===== src/rtl/intf_unit_pkg.sv =====
// Shared constants and helpers for the intf_unit element bank and query logic.
package intf_unit_pkg;

  // Width of the query result and parameter report buses.
  localparam int unsigned DATA_W = 32;

  // Constant returned by the function query unless overridden per instance.
  localparam int unsigned FUNC_VAL_DEFAULT = 5;

  // Index width for a bank of n elements; never narrower than one bit.
  function automatic int unsigned idx_width(input int unsigned n);
    return (n <= 1) ? 1 : $clog2(n);
  endfunction

endpackage


===== src/rtl/intf_unit_bank.sv =====
// Bank of single-bit element registers with indexed write, broadcast set and
// indexed combinational read.
module intf_unit_bank
  import intf_unit_pkg::*;
#(
  parameter int unsigned N_ELEM = 2,
  localparam int unsigned IDX_W = idx_width(N_ELEM)
) (
  input  logic             clk,
  input  logic             rst_n,
  input  logic             wr_en,
  input  logic [IDX_W-1:0] wr_idx,
  input  logic             wr_val,
  input  logic             set_all,
  input  logic [IDX_W-1:0] rd_idx,
  output logic             rd_val,
  output logic [N_ELEM-1:0] val_vec
);

  logic [N_ELEM-1:0] vals;

  // Element storage: set_all fills the bank, then a legal write overrides its
  // element; indices at or beyond N_ELEM never match the decode.
  always_ff @(posedge clk or negedge rst_n) begin
    if (!rst_n) begin
      vals <= '0;
    end else begin
      for (int unsigned i = 0; i < N_ELEM; i++) begin
        if (wr_en && (32'(wr_idx) == i)) begin
          vals[i] <= wr_val;
        end else if (set_all) begin
          vals[i] <= 1'b1;
        end
      end
    end
  end

  // Read mux: out-of-range indices read as 0.
  always_comb begin
    rd_val = 1'b0;
    for (int unsigned i = 0; i < N_ELEM; i++) begin
      if (32'(rd_idx) == i) begin
        rd_val = vals[i];
      end
    end
  end

  assign val_vec = vals;

endmodule


===== src/rtl/intf_unit.sv =====
// intf_unit: element register bank plus a fixed-latency constant query port
// and a constant instance identifier.
module intf_unit
  import intf_unit_pkg::*;
#(
  parameter int unsigned PARAM    = 0,
  parameter int unsigned N_ELEM   = 2,
  parameter int unsigned FUNC_VAL = FUNC_VAL_DEFAULT,
  localparam int unsigned IDX_W   = idx_width(N_ELEM)
) (
  input  logic              clk,
  input  logic              rst_n,
  input  logic              wr_en,
  input  logic [IDX_W-1:0]  wr_idx,
  input  logic              wr_val,
  input  logic              set_all,
  input  logic [IDX_W-1:0]  rd_idx,
  output logic              rd_val,
  output logic [N_ELEM-1:0] val_vec,
  output logic              all_set,
  input  logic              func_req,
  output logic              func_ack,
  output logic [DATA_W-1:0] func_data,
  output logic [DATA_W-1:0] param_out
);

  intf_unit_bank #(
    .N_ELEM (N_ELEM)
  ) u_bank (
    .clk     (clk),
    .rst_n   (rst_n),
    .wr_en   (wr_en),
    .wr_idx  (wr_idx),
    .wr_val  (wr_val),
    .set_all (set_all),
    .rd_idx  (rd_idx),
    .rd_val  (rd_val),
    .val_vec (val_vec)
  );

  // Query acknowledge: request delayed by one cycle, no stall on held requests.
  always_ff @(posedge clk or negedge rst_n) begin
    if (!rst_n) begin
      func_ack <= 1'b0;
    end else begin
      func_ack <= func_req;
    end
  end

  // Result qualified by the ack so it clears together with it on reset.
  always_comb begin
    func_data = '0;
    if (func_ack) begin
      func_data = DATA_W'(FUNC_VAL);
    end
  end

  assign all_set   = &val_vec;
  assign param_out = DATA_W'(PARAM);

endmodule


===== config.mk =====
export PLATFORM = sky130hd
export DESIGN_NAME = intf_unit
export DESIGN_NICKNAME = d
export VERILOG_FILES = /design/src/rtl/intf_unit_pkg.sv /design/src/rtl/intf_unit_bank.sv /design/src/rtl/intf_unit.sv
export SDC_FILE = /design/constraint.sdc
export NUM_CORES = 1
export LEC_CHECK = 0
export BUFFER_PORTS_ARGS = -buffer_cell sky130_fd_sc_hd__buf_4
export CAP_MARGIN = 20
export CORE_MARGIN = 2
export CORE_UTILIZATION = 32
export CTS_CLUSTER_DIAMETER = 120
export DETAILED_ROUTE_END_ITERATION = 16
export PLACE_DENSITY = 0.77
export SYNTH_ARGS = -nofsm -noshare
export SYNTH_HDL_FRONTEND = slang
export SYNTH_SLANG_ARGS = --single-unit

===== constraint.sdc =====
create_clock -name clk -period 0.8 [get_ports clk]
set_input_delay 0.08 -clock clk [delete_from_list [all_inputs] [get_ports clk]]
set_output_delay 0.08 -clock clk [all_outputs]
set_load 0.005 [all_outputs]

* Yosys cells after proc, flatten, opt, wreduce, memory -nomap -nowiden
Cells that the tools add are included.
** Operators by class
- Multiplexer cells :: 5
- Bitwise logic cells :: 1
- Add/sub/neg operators :: 0
- Div/mod/pow operators :: 0
- Multipliers :: 0
- Magnitude comparators :: 0
- Shift operators :: 0
- Equal/unequal tests :: 0
- Reduce and logical (&&, ||, !) cells :: 5
** Operator list (number)
- $mux 1 :: 4
- $reduce_bool 2->1 :: 2
- $mux 3 :: 1
- $logic_and 1x1->1 :: 2
- $reduce_and 2->1 :: 1
- $not 1->1 :: 1
** Word-level totals
- Register bits :: 3
- ROM bits :: 0
- Latch bits :: 0
- Output and inout bits :: 69
- Word-level logic and storage cells :: 14
- RAM bits :: 0
- Memories kept :: 0

* Depth between registers and ports, before layout
- Depth after elaboration :: 3
- Gate-level depth with buffers :: 2

* Hierarchy
From an unflattened synthesis, not the netlist that was laid out.
** Second synthesis, totals
- Cells, all modules :: 77
- Area, all modules :: 620.6 sq um
** Modules (own cells, without submodules)
- intf_unit :: area each 515.5 sq um, times used 1, cells an instance 67
- intf_unit_bank :: area each 105.1 sq um, times used 1, cells an instance 10

* Worst setup path after synthesis
No wires, ideal clock.
- Path type :: register to output
- Start point :: register u_bank.vals[0], in the netlist u_bank.val_vec[0]
- End point :: output port rd_val
- Arrival :: 658 ps
- Required time :: 720 ps
- Setup slack :: 62 ps
- Cell stages (with the launch flop) :: 2
- Cells stage by stage :: dfrtp_1 > mux2_4
** Between the ends
- Cells in the longest elaborated chain, start to end :: 1
** Ends and longest elaborated chain
- start, declared :: RTL line intf_unit_bank.sv:20 : logic [N_ELEM-1:0] vals;
- start signal, assigned by index :: RTL line intf_unit_bank.sv:30 : vals[i] <= wr_val;
- $mux 1 :: RTL line intf_unit_bank.sv:42 : if (32'(rd_idx) == i) begin
- end, declared :: RTL line intf_unit.sv:18 : output logic rd_val,
No other way between the ends.

* Final worst setup path
Ends and elaborated chain as after synthesis.

==> impl_metrics.yaml <==
floorplan:
  die_height_um: 48.0
  io-pin-count: 77
  fp.dieArea_um2: 2310
  dieWidth_um: 48.0
  floorplan.initialDensity_pct: 34.8
  core_area_um2: 1780
  fp-row-count: 15
route:
  avgRoutedWirePerCell_um: 6.50
  avgViaCountPerCell: 2.78
  tritonroute_pass_1_iters: 2
  dr_total_vias: 336
  ant_nets: 0
  post-route-drc-count: 0
  drt-total-wl_um: 786
  drt_first_iter_violations: 4
final_layout:
  layout.nets: 105
  area_delta_synth_final_pct: -1.41
  post_route_cell_area_um2: 612
  diodes: 0
  drive_above_1_share_pct: 21.9
setup_path:
  critPathBufInv: 1
  timing.critical_path.required_ns: 0.72
  timing.critical_path.slowest_cell_delay_ns: 0.39
  crit_arrival_ns: 1.01
  timing.critical_path.cells: "mux2_4 -> buf_6"
  setup.worst_path.end_class: "primary output"
  standard_cell_with_the_maximum_stage_delay_on_the_critical_path: "dfrtp_1"
  worst-path-max-fanout: 4
  cpLargestDelayFamily: "flip-flops"
  critical_path.startpoint_type: "flip-flop"
  setup.worst_path.class: "flip-flop to primary output"
pwr:
  power.ir.vdd_worst_mv: 0.311
  leakage_nw: 0.371
  power_per_cell_area_nw_per_um2: 1100
  total_power_mw: 0.676
sta:
  final_critical_path_setup_slack_ns: -0.290
  final.period_utilization_pct: 136
  min_period_ns: 1.09
  slew_violations: 0
  finalSetupViolations: 7
  worst_clock_skew_ns: 0
  final_hold_violations: 0
  max_clock_freq_mhz: 917
  rsz_0062_raised_after_global_routing: "true"
placement:
  place_worst_setup_slack_ns: -0.0658
  detailed_place_hpwl_um: 659
  postPlaceCellArea_um2: 513
  globalplace.congestion: 0.492
  place.port_buffers: 14
outcome:
  result_of_the_run: "finished, violations left"
  failed_checks: "negative setup slack"
grt:
  number_of_global_route_vias_before_repair: 237
  maximum_number_of_pins_on_one_net_before_global_route_repair: 5
  grt_first_pass_wirelength_um: 848
  globalRouteTotalUtil_pct: 5.85
  grt_antenna_before_repair: 0
  overflow: 0
flow_run:
  cap_viol_max_count: 0
synth:
  postSynthAreaPerCell_um2: 8.06
  portion_of_the_post_synthesis_area_used_by_sequential_elements_pct: 12.1
  postSynthRegisterBits: 3
  yosys_warnings: 0
  synth.distinct_cells: 12
  post_synth_instance_area_um2: 621
  synthCells: 77
cts:
  clock_tree_from_tritoncts: "built"
  clock-sinks: 3
  cts_buffers: 3
  clk-insertion-delay-late_ns: 0.23
  clkSlewWorstSetupHoldPaths_ns: 0.03
  htree_num_levels: 1
  clockRootBuffer: "clkbuf_4"
  cts-root-to-sink-buffers: 2
hold_path:
  worstHoldPathType: "input pin to flip-flop"
==> where the power goes <==
| group | internal [mW] | switching, mW | leakage (nW) |
|---|---|---|---|
| clock | 0.187 | 0.0733 | 0.0150 |
| combinational | 0.117 | 0.123 | 0.323 |
| sequential | 0.165 | 0.0117 | 0.0331 |
==> worst paths after layout <==
path                            slack (ns)              start  cells after the start           endpoint
worst max-delay path                 -0.29  u_bank.val_vec[0]                      2             rd_val
worst min-delay path                  0.09             wr_val                      3  u_bank.val_vec[1]
worst max register to register        0.01  u_bank.val_vec[1]                      3  u_bank.val_vec[1]
worst min register to register        0.57  u_bank.val_vec[0]                      2  u_bank.val_vec[0]
max in group asynchronous             0.52              rst_n                      2  u_bank.val_vec[0]
min in group asynchronous             0.18              rst_n                      2           func_ack
==> flip-flops by register name (all words and copies together) (netlist names) <==
signal          count
func_ack            1
u_bank.val_vec      2
==> area by class of cell <==
class	instances	area, um^2
well taps	25	31.3
clock buffers	4	26.3
multi-input cells	71	313
repair buffers	18	166
fillers	185	1170
flip-flops and latches	3	75.1
==> placed cells by master (no fill, tap or decap), drive strengths merged, types with 2 or more instances in the layout <==
cell type,count
buf,16
clkbuf,4
conb,62
dfrtp,3
dlygate4sd3,2
==> stage by stage <==
step	hold slack, ns	instances	util, %	setup TNS [ns]
after global routing	0.0888	121	34.3	-1.17
after global placement	-0.127	114	28.8	-0.0476
after detailed placement	-0.127	114	28.8	-0.0658
after CTS	0.0734	121	33.6	-0.979
after floorplan	-0.216	138	-	0
final	0.0888	121	34.3	-0.917
==> Yosys cell counts <==
| cell type | instances | area share (%) |
|---|---|---|
| and2_1 | 1 | 1.0 |
| dfrtp_1 | 3 | 12 |
| o2bb2ai_1 | 1 | 1.4 |
| nor2_1 | 1 | 0.60 |
| nand3b_1 | 1 | 1.2 |
| nor2b_1 | 1 | 1.0 |
| mux2_4 | 1 | 2.4 |
| nand2_1 | 1 | 0.60 |
| buf_4 | 64 | 77 |
| nand3_1 | 1 | 0.81 |
| conb_1 | 1 | 0.60 |
| o21ai_1 | 1 | 0.81 |
==> worst min-delay path, stage by stage <==
cell     delay (ns)
buf_4          0.08
nand3_1        0.05
nand2_1        0.06
==> routing by layer <==
metal / track usage (%) / vias to the layer above / share of wire, %
met4: 6.49 / 0 / 1.1
met3: 2.26 / 2 / 17
met2: 12.5 / 42 / 61
met1: 2.66 / 145 / 21
met5: 0 / - / 0
li1: - / 147 / -
==> logic make-up after synthesis <==
group | Yosys count | synth area share, %
compound gates | 2 | 2.22
buf+inv | 64 | 77.4
other cells | 1 | 0.604
simple gates | 6 | 5.24
flops | 3 | 12.1
mux | 1 | 2.42
==> what timing repair did <==
item | in CTS | in global routing
resized for setup | 8 | 2
buffers inserted | 2 | 1
hold buffers | 2 | 0
hold endpoints to repair | 4 | 0
pin swaps | 1 | 0
setup endpoints to repair | 7 | 8
Power figures use the tool's default switching activity.
